--- src/rtl/rr_grant_master_ctrl_if.sv ---
// Requester/monitor bundle for the round-robin grant/master controller.
// The master modport is the requester side; the slave modport is the controller.
interface rr_grant_master_ctrl_if #(
  parameter int N_REQ = 3,
  parameter int MW    = 2
);
  logic [N_REQ-1:0] i_req;
  logic             i_ready;
  logic [N_REQ-1:0] o_grant;
  logic [MW-1:0]    o_master;
  logic             o_busy;
  logic             o_starve;

  modport master (
    output i_req, i_ready,
    input  o_grant, o_master, o_busy, o_starve
  );

  modport slave (
    input  i_req, i_ready,
    output o_grant, o_master, o_busy, o_starve
  );
endinterface

--- src/rtl/rr_grant_master_ctrl.sv ---
// Round-robin arbiter producing a registered one-hot grant and a registered
// master index that follows the grant on every ready cycle.
// It also keeps per-requester wait counters and raises a sticky starvation flag.
module rr_grant_master_ctrl #(
  parameter int N_REQ      = 3,
  parameter int MW         = 2,
  parameter int STARVE_LIM = 4
) (
  input logic                  i_clk,
  input logic                  i_rst_n,
  rr_grant_master_ctrl_if.slave bus
);

  localparam int CW = $clog2(STARVE_LIM + 1);

  typedef enum logic {IDLE, GRANT} state_t;

  state_t           state_q, state_d;
  logic [N_REQ-1:0] grant_q, grant_d;
  logic [MW-1:0]    gidx_q, gidx_d;
  logic [MW-1:0]    master_q, master_d;
  logic [MW-1:0]    ptr_q, ptr_d;
  logic [MW-1:0]    commit_ptr;
  logic [MW:0]      sel_idle;
  logic [MW:0]      sel_commit;
  logic [CW-1:0]    wait_q [N_REQ];
  logic [CW-1:0]    wait_d [N_REQ];
  logic             starve_q, starve_d;

  // First requester at or after p (circularly); the MSB of the result flags a valid winner.
  function automatic logic [MW:0] pick(input logic [N_REQ-1:0] req, input logic [MW-1:0] p);
    logic [MW:0] res;
    int          idx;
    res = '0;
    for (int k = N_REQ - 1; k >= 0; k--) begin
      idx = (int'(p) + k) % N_REQ;
      if (req[idx]) res = {1'b1, MW'(idx)};
    end
    return res;
  endfunction

  // Pointer after committing the current grant, and the winners under both pointers.
  always_comb begin
    commit_ptr = (int'(gidx_q) == N_REQ - 1) ? '0 : gidx_q + 1'b1;
    sel_idle   = pick(bus.i_req, ptr_q);
    sel_commit = pick(bus.i_req, commit_ptr);
  end

  // Next-state logic: grant on any request from IDLE, commit and re-arbitrate on ready.
  always_comb begin
    state_d  = state_q;
    grant_d  = grant_q;
    gidx_d   = gidx_q;
    master_d = master_q;
    ptr_d    = ptr_q;
    case (state_q)
      IDLE: begin
        if (bus.i_ready) master_d = '1;
        if (sel_idle[MW]) begin
          state_d = GRANT;
          gidx_d  = sel_idle[MW-1:0];
          grant_d = N_REQ'(1) << sel_idle[MW-1:0];
        end
      end
      GRANT: begin
        if (bus.i_ready) begin
          master_d = gidx_q;
          ptr_d    = commit_ptr;
          if (sel_commit[MW]) begin
            gidx_d  = sel_commit[MW-1:0];
            grant_d = N_REQ'(1) << sel_commit[MW-1:0];
          end else begin
            state_d = IDLE;
            gidx_d  = '0;
            grant_d = '0;
          end
        end
      end
      default: begin
        state_d = IDLE;
        grant_d = '0;
      end
    endcase
  end

  // Wait counters advance only on ready cycles; the starvation flag is sticky.
  always_comb begin
    starve_d = starve_q;
    for (int i = 0; i < N_REQ; i++) begin
      wait_d[i] = wait_q[i];
      if (bus.i_ready) begin
        if ((state_q == GRANT && int'(gidx_q) == i) || !bus.i_req[i]) begin
          wait_d[i] = '0;
        end else if (int'(wait_q[i]) < STARVE_LIM) begin
          wait_d[i] = wait_q[i] + 1'b1;
        end
      end
      if (int'(wait_d[i]) == STARVE_LIM) starve_d = 1'b1;
    end
  end

  // State registers with synchronous active-low reset taking priority over everything.
  always_ff @(posedge i_clk) begin
    if (!i_rst_n) begin
      state_q  <= IDLE;
      grant_q  <= '0;
      gidx_q   <= '0;
      master_q <= '1;
      ptr_q    <= '0;
      starve_q <= 1'b0;
      for (int i = 0; i < N_REQ; i++) wait_q[i] <= '0;
    end else begin
      state_q  <= state_d;
      grant_q  <= grant_d;
      gidx_q   <= gidx_d;
      master_q <= master_d;
      ptr_q    <= ptr_d;
      starve_q <= starve_d;
      for (int i = 0; i < N_REQ; i++) wait_q[i] <= wait_d[i];
    end
  end

  assign bus.o_grant  = grant_q;
  assign bus.o_master = master_q;
  assign bus.o_busy   = (state_q == GRANT);
  assign bus.o_starve = starve_q;

endmodule
--- src/flat_wrapper.sv ---
// flat-port wrapper written by rule: the top's interface ports become plain ports
module rr_grant_master_ctrl_flat 
#(
  parameter int N_REQ      = 3,
  parameter int MW         = 2,
  parameter int STARVE_LIM = 4
)
  (i_clk, i_rst_n, bus_i_req, bus_i_ready, bus_o_grant, bus_o_master, bus_o_busy, bus_o_starve);
  rr_grant_master_ctrl_if #(.N_REQ(N_REQ), .MW(MW)) bus_i ();
  input logic i_clk;
  input logic i_rst_n;
  input wire logic [$bits(bus_i.i_req)-1:0] bus_i_req;
  input wire logic [$bits(bus_i.i_ready)-1:0] bus_i_ready;
  output wire logic [$bits(bus_i.o_grant)-1:0] bus_o_grant;
  output wire logic [$bits(bus_i.o_master)-1:0] bus_o_master;
  output wire logic [$bits(bus_i.o_busy)-1:0] bus_o_busy;
  output wire logic [$bits(bus_i.o_starve)-1:0] bus_o_starve;
  assign bus_i.i_req = bus_i_req;
  assign bus_i.i_ready = bus_i_ready;
  assign bus_o_grant = bus_i.o_grant;
  assign bus_o_master = bus_i.o_master;
  assign bus_o_busy = bus_i.o_busy;
  assign bus_o_starve = bus_i.o_starve;
  rr_grant_master_ctrl #(.N_REQ(N_REQ), .MW(MW), .STARVE_LIM(STARVE_LIM)) u_core (.i_clk(i_clk), .i_rst_n(i_rst_n), .bus(bus_i));
endmodule
--- config.mk ---
export PLATFORM = sky130hd
export DESIGN_NAME = rr_grant_master_ctrl_flat
export DESIGN_NICKNAME = d
export VERILOG_FILES = /design/src/rtl/rr_grant_master_ctrl_if.sv /design/src/rtl/rr_grant_master_ctrl.sv /design/src/flat_wrapper.sv
export SDC_FILE = /design/constraint.sdc
export NUM_CORES = 1
export LEC_CHECK = 0
export BUFFER_PORTS_ARGS = -buffer_cell sky130_fd_sc_hd__buf_2
export CORE_ASPECT_RATIO = 1.75
export CORE_MARGIN = 2
export CORE_UTILIZATION = 50
export CTS_BUF_LIST = sky130_fd_sc_hd__clkbuf_8
export DETAILED_ROUTE_END_ITERATION = 6
export PLACE_DENSITY = 0.69
export SYNTH_ARGS = -nofsm -noshare
export SYNTH_HDL_FRONTEND = slang
export SYNTH_SLANG_ARGS = --single-unit
--- constraint.sdc ---
create_clock -name i_clk -period 2.6 [get_ports i_clk]
set_input_delay 0.13 -clock i_clk [delete_from_list [all_inputs] [get_ports i_clk]]
set_output_delay 0.13 -clock i_clk [all_outputs]
set_load 0.01 [all_outputs]
# [Word level (Yosys, flattened, before mapping)]
# Memories as Yosys holds them, arrays and structs flattened.
# Cells that the tools add are included.
[totals] elab_cells=115 reg_bits=11 output_inout_bits=7 ramBits=9 mem_count=1
[mem_list] memory="u_core.wait_q" depth=3 word_bits=3 rd=3 rd_clocked_by_memory_dff=0 write_ports=3 line_no="rr_grant_master_ctrl.sv:26" rtl="logic [CW-1:0] wait_q [N_REQ];"
[classes] n_eq_ne=8 div_mod_pow=6 n_lt_le_gt_ge=9 addsub=8 bitwise=4 n_reduce_logical=14 shift=2 n_mux=57
[op_table] op="less-than comparator 32 x 4 -> 1 bit, second input constant" count=6
[op_table] op="modulo 32 x 3 -> 32 bit, second input constant" count=4
[op_table] op="modulo 3 x 3 -> 32 bit, second input constant" count=2
[op_table] op="2-to-1 mux 3 bit" count=21
[op_table] op="2-to-1 mux 1 bit" count=20
[op_table] op="binary-select mux 1 bit (select 2 bit)" count=6
[op_table] op="2-to-1 mux 2 bit" count=6
[op_table] op="adder 3 x 1 -> 3 bit, second input constant" count=3
[op_table] op="equality test 3 bit, second input constant" count=3
[op_table] op="less-than comparator 3 bit, second input constant" count=3
[op_table] op="case mux 2 bit (2 select lines)" count=2
[op_table] op="adder 2 x 1 -> 3 bit, second input constant" count=2
[op_table] op="adder 2 x 2 -> 3 bit, second input constant" count=2
[op_table] op="case mux 3 bit (2 select lines)" count=1
[op_table] op="AND reduction 2 bit" count=3
[op_table] op="left shift 1 x 2 -> 3 bit, first input constant" count=2
[op_table] op="equality test 2 bit, second input constant" count=2
[op_table] op="inequality test 2 bit, second input constant" count=2
[op_table] op="logical AND 1 bit" count=3
[op_table] op="zero test 1 bit" count=3
[op_table] op="logical OR 1 bit" count=3
[op_table] op="bitwise OR 1 bit" count=3
[op_table] op="nonzero test 3 bit" count=1
[op_table] op="adder 2 x 1 -> 2 bit, second input constant" count=1
[op_table] op="4 further kinds" count=4

# [Depth between registers and ports, before layout]
# Gate-level depths: netlist (run 1).
[logic_depth] ltp_word=14 mapped_depth=8

# [Worst setup path before layout (run 1)]
# No wires, ideal clock.
[synth_path] path_kind="reg-to-reg" startpoint="reg u_core.ptr_q[0]" endpoint="reg u_core.grant_q[1], in the netlist u_core.bus.o_grant[1]" path_slack_ns=0.627 setup_ns=0.119 path_buffers=1 period_less_slack_ns=1.973 t_arrival_ns=1.854 stages_incl_launch_ff=9 required_time_ns=2.481 path_cell_list="dfxtp_1 inv_1 ha_1 buf_2 and4bb_2 o31ai_1 o41a_1 nor3_2 o221a_1"
[synth_between] elab_chain_len=11 elab_cells_between_ends=22 cone_classes="add/sub (2); div (3); eq/ne (1); shift (1); mux (14); reduce/logical (1)"
[synth_lines] element="start: declaration" line_no="rr_grant_master_ctrl.sv:22" rtl="logic [MW-1:0] ptr_q, ptr_d;"
[synth_lines] element="start signal: assignment" line_no="rr_grant_master_ctrl.sv:117" rtl="ptr_q <= ptr_d;"
[synth_lines] element="adder 2 x 2 -> 3 bit" line_no="rr_grant_master_ctrl.sv:36" rtl="idx = (int'(p) + k) % N_REQ;"
[synth_lines] element="modulo 32 x 3 -> 32 bit" line_no="rr_grant_master_ctrl.sv:36"
[synth_lines] element="binary-select mux 1 bit (select 2 bit)" line_no="rr_grant_master_ctrl.sv:37" rtl="if (req[idx]) res = {1'b1, MW'(idx)};"
[synth_lines] element="2-to-1 mux 1 bit (implied by the code) (2 in a row)" line_no="rr_grant_master_ctrl.sv:37"
[synth_lines] element="2-to-1 mux 3 bit (2 in a row)" line_no="rr_grant_master_ctrl.sv:37"
[synth_lines] element="2-to-1 mux 3 bit (*)" line_no="rr_grant_master_ctrl.sv:37"
[synth_lines] element="left shift 1 x 2 -> 3 bit" line_no="rr_grant_master_ctrl.sv:62" rtl="grant_d = N_REQ'(1) << sel_idle[MW-1:0];"
[synth_lines] element="2-to-1 mux 3 bit" line_no="rr_grant_master_ctrl.sv:59" rtl="if (sel_idle[MW]) begin"
[synth_lines] element="case mux 3 bit (2 select lines)" line_no="rr_grant_master_ctrl.sv:56" rtl="case (state_q)"
[synth_lines] element="end signal: assignment" line_no="rr_grant_master_ctrl.sv:114" rtl="grant_q <= grant_d;"
[synth_lines] element="end: declaration" line_no="rr_grant_master_ctrl.sv:19" rtl="logic [N_REQ-1:0] grant_q, grant_d;"
# Mark *: on every way between the ends. The rest lies on a longest branch, timed or not. The select of a mux whose other input is x is not followed.
# A chain may end at the register's enable or synchronous reset.

# [Worst setup path in the final report (run 1)]
# Ends and elaborated chain as after synthesis.

==> results of run 1 <==
power groups by stage:
stage / sequential (mW) / clock (mW) / combinational, mW
2_1_floorplan: 0.351 / 0 / 0.145
3_3_place_gp: 0.360 / 0 / 0.168
3_5_place_dp: 0.361 / 0 / 0.173
4_1_cts: 0.354 / 0.241 / 0.173
5_1_grt: 0.359 / 0.252 / 0.195
6_report: 0.354 / 0.237 / 0.172
placed cells by master (no fill, tap or decap), types with 2 or more instances in the layout:
cell type / netlist / layout
and2b_1: 2 / 2
nor2b_1: 8 / 8
a21oi_1: 13 / 13
o32ai_1: 2 / 2
buf_2: 3 / 12
nor2_1: 11 / 11
mux2i_1: 6 / 6
o21a_1: 3 / 3
or2_2: 2 / 2
ha_1: 6 / 6
nor3b_1: 5 / 5
inv_1: 5 / 5
and3_1: 2 / 2
nand2_1: 20 / 20
o22ai_1: 2 / 2
o21ai_0: 6 / 6
a31oi_1: 2 / 2
a211oi_1: 2 / 2
o31ai_1: 2 / 2
nand3b_1: 5 / 5
nand2b_1: 2 / 2
nand4_1: 5 / 5
nor3_1: 2 / 2
clkbuf_8: 0 / 4
dfxtp_1: 20 / 20
state kept, by name (all words and copies together), names as in the netlist:
register / cells
u_core.bus.o_busy: 1
u_core.ptr_q: 2
u_core.bus.o_master: 2
u_core.bus.o_starve: 1
u_core.gidx_q: 2
u_core.wait_q: 9
u_core.bus.o_grant: 3
cell type report:
class / instances / area (um2) / share of cell area, %
flip-flops and latches: 20 / 400.4 / 28.57
clock buffers: 4 / 55.05 / 3.929
repair buffers: 12 / 60.06 / 4.286
multi-input cells: 126 / 834.6 / 59.55
well taps: 26 / 32.53 / 2.321
inverters: 5 / 18.77 / 1.339
path summary, 6_finish.rpt:
kind                                       start                                   to  slack [ns]  cells past startpoint
setup / recovery    u_core.ptr_q[0]$_SDFFE_PN0P_   u_core.bus.o_grant[1]$_SDFFE_PN0P_        0.51                      7
hold / removal                           i_rst_n  u_core.bus.o_master[0]$_SDFFE_PN1P_        0.16                      2
setup reg to reg    u_core.ptr_q[0]$_SDFFE_PN0P_   u_core.bus.o_grant[1]$_SDFFE_PN0P_        0.51                      7
hold reg to reg   u_core.wait_q[0][8]$_SDFF_PN0_       u_core.wait_q[0][8]$_SDFF_PN0_        0.48                      2
routing by layer:
metal	wire, um	vias up	global-route usage, %
li1	-	593	-
met1	1169	544	22.66
met2	1425	19	36.03
met4	71	0	10.42
met3	59	7	2.267
met5	0	-	0
kinds of logic after synthesis:
kind of cell             after synthesis  synth area share [%]
AO/OA/AOI/OAI                         41                 21.39
XOR/XNOR                               1                0.6687
adder cells (fa/ha/maj)                6                 5.731
buffers and inverters                 17                 5.731
flip-flops                            20                 30.56
multiplexers                           7                 5.444
AND/OR/NAND/NOR                       71                 30.47
per-stage QoR:
step | total power [mW] | instance area, um2 | hold WS [ns] | worst slack (ns) | utilization [%]
global placement | 0.5279 | 1346 | 0.4190 | 0.5657 | 54.02
CTS | 0.7686 | 1401 | 0.1571 | 0.5065 | 56.22
global route | 0.8056 | 1401 | 0.1805 | 0.3388 | 56.22
detailed placement | 0.5341 | 1346 | 0.4243 | 0.5115 | 54.02
floorplan | 0.4966 | 1310 | 0.2799 | 0.6273 | -
finish | 0.7635 | 1401 | 0.1582 | 0.5108 | 56.22
==> metrics.md, run 1 <==
| Metric | Value |
|---|---|
| CP startpoint kind | flop |
| Outcome | finished clean |
| Post-synth ARST share | 0% |
| Clock slew at reported path FFs | 0.07 ns |
| Vias per Instance | 6.026 |
| Post-Place Cells | between 150 and 200 |
| TritonCTS Sinks | 20 |
| GRT Residual Overflow | 0 |
| Syn_nets | ~180 |
| Max rail drop VDD | 0.2454 mV |
| Post-DP HPWL | 2.053 mm |
| WL/cell | ~14 um |
| Top_reg_cell synth | dfxtp_1 |
| Clk buf depth | 2 |
| Area contributors post-synth | dfxtp_1 (31%), ha_1 (5.7%), nand2_1 (5.7%), a21oi_1 (5.0%), mux2i_1 (4.6%) |
| Average size of a mapped cell | approximately 8.0 um2 |
| Pwr Density | between 500 and 600 nW/um2 |
| WP data arrival | about 2.2 ns |
| #FFs+latches synth | 20 |
| Layout overhead on the synthesized area | 6.972% |
| Sequential share of power | a little under half |
| First-pass GRT wire length | between 4 and 5 mm |
| Cell count after synthesis | 163 |
| Net Sw Frac | slightly below 30% |
| Die extent in x | roughly 43 um |
| Port Buffers | 12 |
| I/O pins | 13 |
| CTS Hold Bufs | 0 |
| Largest net degree at the start of global routing | 19 |
| Post_cts resized | 0 |
| Fmax | around 0.48 GHz |
| Setup repair bufs after CTS | 0 |
| Clock power share | between 30% and 40% |
| Critical path buffer and inverter count | 1 |
| Slowest-stage cell, CP | ha_1 |
| NetSw | about 0.22 mW |
| DR vias | roughly 1200 |
| CP peak stage delay | 0.41 ns |
| Vias in the first global route | 1098 |
| Slew Viols, Final | 0 |
| Core area | approximately 2500 um2 |
| Layout Nets | 180 |
| Pleak | 0.5735 nW |
| Ratio of cells with drive above 1 in the final layout | between 10% and 20% |
| Placer Congestion | ~0.84 |
| Rel. slew slack | 68.06% |
| Die height | a little over 70 um |
| Most common library cells after synthesis | dfxtp_1 (20), nand2_1 (20), a21oi_1 (13) |
| Rows | 24 |
| Die footprint | ~3100 um2 |
| Share of the synthesized area in the top cell type | about 31% |
| Setup TNS | 0 ns |
| EDFF count, synth | 0 |
| Crit-path cells | inv_1 -> ha_1 -> and4bb_2 -> o31ai_1 -> o41a_1 -> nor3_2 -> o221a_1 |
| Remaining DRCs | 0 |
| Clk_skew | approximately 0.0014 ns |
| Internal | around 0.54 mW |
| Worst skew pair latency | 0.26 ns |
| Sequential share of the synthesized area | 30.56% |
| HP Class | in -> reg |
| Hold Fails Final Rpt | 0 |
| Post-Route WL | ~2.7 mm |
| Post-route insts no fill | about 190 |
| Minimum clock period | 2.089 ns |
| H-Tree Depth | 1 |
| Fill cells | between 200 and 300 |
| Slew @ Worst Pin | between 0.4 and 0.5 ns |
| Max-cap violations | 0 |
| Critical Path Fanout Max | 11 |
| Initial antenna violation count | 0 |
| All-layer global routing usage | between 20% and 30% |
| Post-synth cell types | 44 |
| Drt first-iter violations | 33 |
| Synthesized area | approximately 1300 um2 |
| Initial Util | 52.56% |
| Critical path class | reg -> reg |
| Drt pass-1 iters | 4 |
| Crit end category | flop |
| RSZ-0062 raised after global routing | false |
| Final Cycle Share | between 80% and 90% |
| Gate power share | roughly 23% |
| Routed Antenna Nets | 0 |
| CTS tree | done |
| Worst EP required | roughly 2.8 ns |
| YS warnings | 0 |
| Root Buffer Master | clkbuf_8 |
| CP delay by family, top | compound AO/OA/AOI/OAI gates |
| Setup violators final | 0 |
| Diode count | 0 |
| Largest area contributor in the netlist | dfxtp_1 |
| TritonCTS Buffers | 3 |
Note: power is estimated with default switching activity, not from simulation.
==> inputs of run 2 (changes only) <==
- clock period: 2.6 -> 2 ns (I/O delays scaled with it)
==> run 2 against run 1 <==
  * Non-clock buffer count grew 5
  * Sequential power grew 31%
  * Flip-flop and latch count is the same
  * Critical path type unchanged
==> metrics.md, run 2 (synthesis gave the netlist of run 1 again) <==
| Metric | Value |
|---|---|
| Outcome | finished clean |
| Hold Fails Final Rpt | 0 (unchanged) |
| Rows | 24 (unchanged) |
| Overall power | 1.033 mW (+35%) |
| Clk_skew | 0.003217 ns (+0.001806 ns) |
| GRT Residual Overflow | 0 (unchanged) |
| Critical path class | reg -> reg |
| Clock slew at reported path FFs | 0.07 ns (about the same) |
| Port Buffers | 12 (unchanged) |
| HP Class | in -> reg |
| Fmax | 0.5290 GHz (+11%) |
| Sequential share of power | 44.7% (-1.7 points) |
| Die footprint | 3062 um2 (unchanged) |
| Vias in the first global route | 1114 (+1.5%) |
| CTS tree | done |
| Pleak | 0.6012 nW (+4.8%) |
| Critical Path Fanout Max | 9 (-2) |
| Pwr Density | 688.1 nW/um2 (+26%) |
| WP data arrival | 2.05 ns (-0.19 ns) |
| Largest register FFs | 9 (unchanged) |
| Crit end category | flop |
| Worst setup margin | 0.1097 ns (-0.4012 ns) |
| Initial antenna violation count | 0 (unchanged) |
| Vias per Instance | 6.091 (+1.1%) |
| Met1 WL | 1.158 mm (-0.94%) |
| Worst EP required | 2.16 ns (-0.59 ns) |
| Ratio of cells with drive above 1 in the final layout | 23.26% (+8.3 points) |
| DR vias | 1206 (+3.7%) |
| Die extent in x | 42.70 um (unchanged) |
| Post-Route WL | 2.939 mm (+7.9%) |
| WL/cell | 14.84 um (+5.1%) |
| Layout Nets | 185 (+2.8%) |
| Setup violators final | 0 (unchanged) |
| Die height | 71.72 um (unchanged) |
| Clock power share | 30.1% (-1.0 points) |
| TritonCTS Buffers | 3 (unchanged) |
| First-pass GRT wire length | 4.823 mm (+0.15%) |
| Routed wl met3 | 97 um (+64%) |
| Rel. slew slack | 66.95% (-1.1 points) |
| Placement Setup Slack | -0.03121 ns (-0.5427 ns) |
| I/O pins | 13 (unchanged) |
| Minimum clock period | 1.890 ns (-0.1988 ns) |
| Drt first-iter violations | 42 (+27%) |
| Max rail drop VDD | 0.4070 mV (+66%) |
| Clk buf depth | 2 (unchanged) |
| Post-DP HPWL | 2.098 mm (+2.2%) |
| Net Sw Frac | 29.80% (+0.61 points) |
| Remaining DRCs | 0 (unchanged) |
| TritonCTS Sinks | 20 (unchanged) |
| Most flop-heavy register | u_core.wait_q |
| CP startpoint kind | flop |
| Commonest non-fill, non-tap cell in the layout | nand2_1 |
| Core area | 2492 um2 (unchanged) |
| Initial Util | 52.56% (unchanged) |
| NetSw | 0.3079 mW (+38%) |
| Drt pass-1 iters | 4 (unchanged) |
| All-layer global routing usage | 20.39% (+0.22 points) |
| Hold_ws | 0.1214 ns (-0.03676 ns) |
| Routed Antenna Nets | 0 (unchanged) |
| Met2 WL | 1.621 mm (+14%) |
| Max layer used | met4 |
| Setup TNS | 0 ns (unchanged) |
| Diode count | 0 (unchanged) |
| CTS Hold Bufs | 0 (unchanged) |
| Slew Viols, Final | 0 (unchanged) |
| Layout overhead on the synthesized area | 14.61% |
| Final Cycle Share | 94.52% (+14 points) |
| Internal | 0.7253 mW (+34%) |
| RSZ-0062 raised after global routing | true |
| Worst skew pair latency | 0.26 ns (about the same) |
| Gate power share | 25.2% (+2.7 points) |
| Largest net degree at the start of global routing | 19 (unchanged) |
| Root Buffer Master | clkbuf_8 |
| Placer Congestion | 0.8477 (+0.86%) |
| Slew @ Worst Pin | 0.4950 ns (+0.01655 ns) |
| H-Tree Depth | 1 (unchanged) |
| Most frequent cells in the layout | nand2_1 (20), dfxtp_1 (18), a21oi_1 (13), buf_2 (12), nor2_1 (11) |
| Max-cap violations | 0 (unchanged) |
## run 2: final timing paths
kind | startpoint | endpoint | slack (ns) | cells after the start
worst min register to register | u_core.wait_q[0][8]$_SDFF_PN0_ | u_core.wait_q[0][8]$_SDFF_PN0_ | 0.47 | 2
worst min-delay path | i_rst_n | u_core.bus.o_master[0]$_SDFFE_PN1P_ | 0.12 | 2
worst max-delay path | u_core.ptr_q[0]$_SDFFE_PN0P_ | u_core.gidx_q[1]$_SDFFE_PN0P_ | 0.11 | 8
worst max register to register | u_core.ptr_q[0]$_SDFFE_PN0P_ | u_core.gidx_q[1]$_SDFFE_PN0P_ | 0.11 | 8
## run 2: layout make-up
type	count	area [um2]
multi-input cells	126	889.6
repair buffers	17	97.59
flip-flops and latches	20	407.9
well taps	26	32.53
clock buffers	4	55.05
inverters	5	18.77
fillers	240	991.0
## run 2: worst max-delay path, cell delays in order (launching register included)
cell and delay (ns):
dfxtp_4 0.36, inv_1 0.12, ha_4 0.20, mux2_2 0.35, mux2i_2 0.19, nand4_1 0.12, buf_4 0.18, a21o_1 0.15
o311a_1 0.11
## run 2: stage by stage
| stage | cells | utilization, % | area (um2) |
|---|---|---|---|
| after floorplan | 163 | - | 1310 |
| after global placement | 194 | 55.52 | 1384 |
| after detailed placement | 194 | 55.52 | 1384 |
| after CTS | 198 | 58.58 | 1460 |
| after global routing | 198 | 60.24 | 1501 |
| final | 198 | 60.24 | 1501 |
## run 2: routing by layer
layer	global-route usage [%]	vias up
met3	4.030	5
met1	22.41	576
met4	11.11	0
met5	0	-
li1	-	602
met2	35.52	23
## run 2: timing repair
| item | in CTS | in global routing |
|---|---|---|
| gates resized for setup | 5 | 10 |
| setup endpoints to repair | 5 | 5 |
| pin swaps | 0 | 2 |
| cloned | 0 | 0 |
| buffers inserted | 0 | 0 |
## run 2: power by group through the flow
stage / clock (mW) / sequential, mW / combinational (mW)
6_report: 0.310 / 0.462 / 0.261
5_1_grt: 0.330 / 0.467 / 0.291
4_1_cts: 0.314 / 0.461 / 0.247
3_5_place_dp: 0 / 0.470 / 0.239
3_3_place_gp: 0 / 0.468 / 0.232
2_1_floorplan: 0 / 0.457 / 0.189
==> inputs of run 3 (changes only) <==
- CELL_PAD_IN_SITES_DETAIL_PLACEMENT: default -> 1
- CELL_PAD_IN_SITES_GLOBAL_PLACEMENT: default -> 2
- CORE_UTILIZATION: 50 -> 36
- HOLD_SLACK_MARGIN: default -> 0.06
- PLACE_DENSITY: 0.69 -> default
- PLACE_DENSITY_LB_ADDON: default -> 0.1
==> run 3 against run 2 <==
  * Fmax is 0.69% lower
  * Utilization shrank 16 points
  * Clock skew hardly changed
  * Setup slack worse by 0.013 ns
  * Die area rose by 36%
  * Final cell count is 12% higher
  * Clock-buffer cell count did not move
  * Largest cell class unchanged
  * Highest routed layer unchanged
==> metrics.md, run 3 (synthesis gave the netlist of run 1 again) <==
| Metric | Value |
|---|---|
| Grt met2 use | 33.94% (-1.6 points) |
| Critical Path Fanout Max | 6 (-3) |
| Vias in the first global route | 1261 (+13%) |
| Post-route insts no fill | 222 (+12%) |
| Layout overhead on the synthesized area | 18.82% |
| RSZ-0062 raised after global routing | true |
| Die footprint | 4156 um2 (+36%) |
| GRT Residual Overflow | 0 (unchanged) |
| CTS tree | done |
| TritonCTS Buffers | 3 (unchanged) |
| Crit end category | flop |
| Slew Viols, Final | 0 (unchanged) |
| Diode count | 0 (unchanged) |
| Worst reg2reg path depth | 7 (-1) |
| Post-Route WL | 3.307 mm (+13%) |
| Setup violators final | 0 (unchanged) |
| Most frequent cells in the layout | nand2_1 (19), dfxtp_1 (18), a21oi_1 (13), buf_2 (12), nor2_1 (11) |
| Critical path class | reg -> reg |
| Worst skew pair latency | 0.25 ns (about the same) |
| WP data arrival | 2.10 ns (+0.05 ns) |
| Placer Congestion | 0.7426 (-12%) |
| Met1 usage | 17.36% (-5.1 points) |
| Port Buffers | 12 (unchanged) |
| WL/cell | 14.90 um (+0.36%) |
| Setup repair bufs after CTS | 0 (unchanged) |
| All-layer global routing usage | 17.02% (-3.4 points) |
| Hold Fails Final Rpt | 0 (unchanged) |
| Pleak | 0.6276 nW (+4.4%) |
| Clock slew at reported path FFs | 0.08 ns (about the same) |
| Hold-critical path depth | 2 (unchanged) |
| Outcome | finished clean |
| Largest net degree at the start of global routing | 19 (unchanged) |
| CP startpoint kind | flop |
| Drt first-iter violations | 11 (-74%) |
| Pwr Density | 667.8 nW/um2 (-3.0%) |
| Dpl cell area | 1439 um2 (+4.0%) |
| Most Crowded Layer GR | met2 |
| Fmax | 0.5254 GHz (-0.69%) |
| CTS Hold Bufs | 0 (unchanged) |
| Overall power | 1.039 mW (+0.61%) |
| Clk_skew | 0.003098 ns (-0.0001192 ns) |
| Vias per Instance | 5.532 (-9.2%) |
| Setup TNS | 0 ns (unchanged) |
| Layout Nets | 189 (+2.2%) |
| Commonest non-fill, non-tap cell in the layout | nand2_1 |
| Die extent in x | 49.60 um (+16%) |
| Remaining DRCs | 0 (unchanged) |
| Post-DP HPWL | 2.558 mm (+22%) |
| Worst EP required | 2.20 ns (+0.04 ns) |
| Reg area | 405.4 um2 (-0.61%) |
| First-pass GRT wire length | 5.616 mm (+16%) |
| Ratio of cells with drive above 1 in the final layout | 25.00% (+1.7 points) |
| Clk buf depth | 2 (unchanged) |
| DR vias | 1228 (+1.8%) |
| Area taken by multi-input logic gates | 892.1 um2 (+0.28%) |
| Rows | 29 (+21%) |
| TritonCTS Sinks | 20 (unchanged) |
| Rel. slew slack | 73.82% (+6.9 points) |
| Drt pass-1 iters | 4 (unchanged) |
| Final Cycle Share | 95.17% (+0.66 points) |
| I/O pins | 13 (unchanged) |
| HP Class | in -> reg |
| Minimum clock period | 1.903 ns (+0.01312 ns) |
| Initial Util | 36.84% (-16 points) |
| Root Buffer Master | clkbuf_8 |
| Finished Cell Area | 1556 um2 (+3.7%) |
| FF-to-FF setup slack | 0.1 ns (about the same) |
| Util after Layout | 43.77% (-16 points) |
| Largest register FFs | 9 (unchanged) |
| Initial antenna violation count | 0 (unchanged) |
| Post-Place Cells | 218 (+12%) |
| Slew @ Worst Pin | 0.3918 ns (-0.1032 ns) |
| Core area | 3556 um2 (+43%) |
| H-Tree Depth | 1 (unchanged) |
| Max-cap violations | 0 (unchanged) |
| Fill cells | 478 (+99%) |
| Routing usage on met3 | 2.509% (-1.5 points) |
| Max rail drop VDD | 0.3423 mV (-16%) |
| Most flop-heavy register | u_core.wait_q |
| Routed Antenna Nets | 0 (unchanged) |
| Die height | 83.80 um (+17%) |
[run 3: changes by cell type in the layout (fill, tap and decap cells not counted), sizes merged]
cell and change:
buf +4
[run 3: worst max-delay path: stages (launching register included)]
cell and delay (ns):
dfxtp_2 0.34, inv_1 0.11, ha_4 0.19, mux2_2 0.33, mux2i_1 0.22, nand4_1 0.24, a21oi_1 0.23, o221a_1 0.19
[run 3: per-layer routing]
layer	part of all wire (%)	wire, um
met4	1.0	33
met1	40	1321
met5	0	0
met3	1.4	46
met2	58	1906
[run 3: path summary, 6_finish.rpt]
check | startpoint | endpoint
max | u_core.ptr_q[0]$_SDFFE_PN0P_ | u_core.bus.o_grant[1]$_SDFFE_PN0P_
min | i_rst_n | u_core.bus.o_master[0]$_SDFFE_PN1P_
max reg2reg | u_core.ptr_q[0]$_SDFFE_PN0P_ | u_core.bus.o_grant[1]$_SDFFE_PN0P_
min reg2reg | u_core.wait_q[0][8]$_SDFF_PN0_ | u_core.wait_q[0][8]$_SDFF_PN0_
[run 3: power by group]
part	switching (mW)	leakage, nW	total, mW	internal (mW)
logic	0.146	0.434	0.277	0.131
clock network	0.130	0.0288	0.305	0.175
registers	0.0332	0.165	0.458	0.425
[run 3: final cells by class]
type	instances	share of cell area (%)
timing repair buffer	21	8.199
inverter	5	1.206
sequential	20	26.05
clock buffer	4	3.537
tap	46	3.698
multi-input combinational	126	57.32
[run 3: what timing repair did]
action,CTS,global route
setup endpoints to repair,5,5
hold endpoints to repair,0,0
gates resized for setup,6,10
pin swaps,1,4
[run 3: per-stage QoR]
step	setup WS [ns]	hold slack [ns]
6_report	0.09654	0.1510
5_1_grt	-0.01199	0.1734
4_1_cts	0.01374	0.1609
3_5_place_dp	-0.1111	0.4195
3_3_place_gp	-0.03876	0.4117
2_1_floorplan	0.02734	0.2499
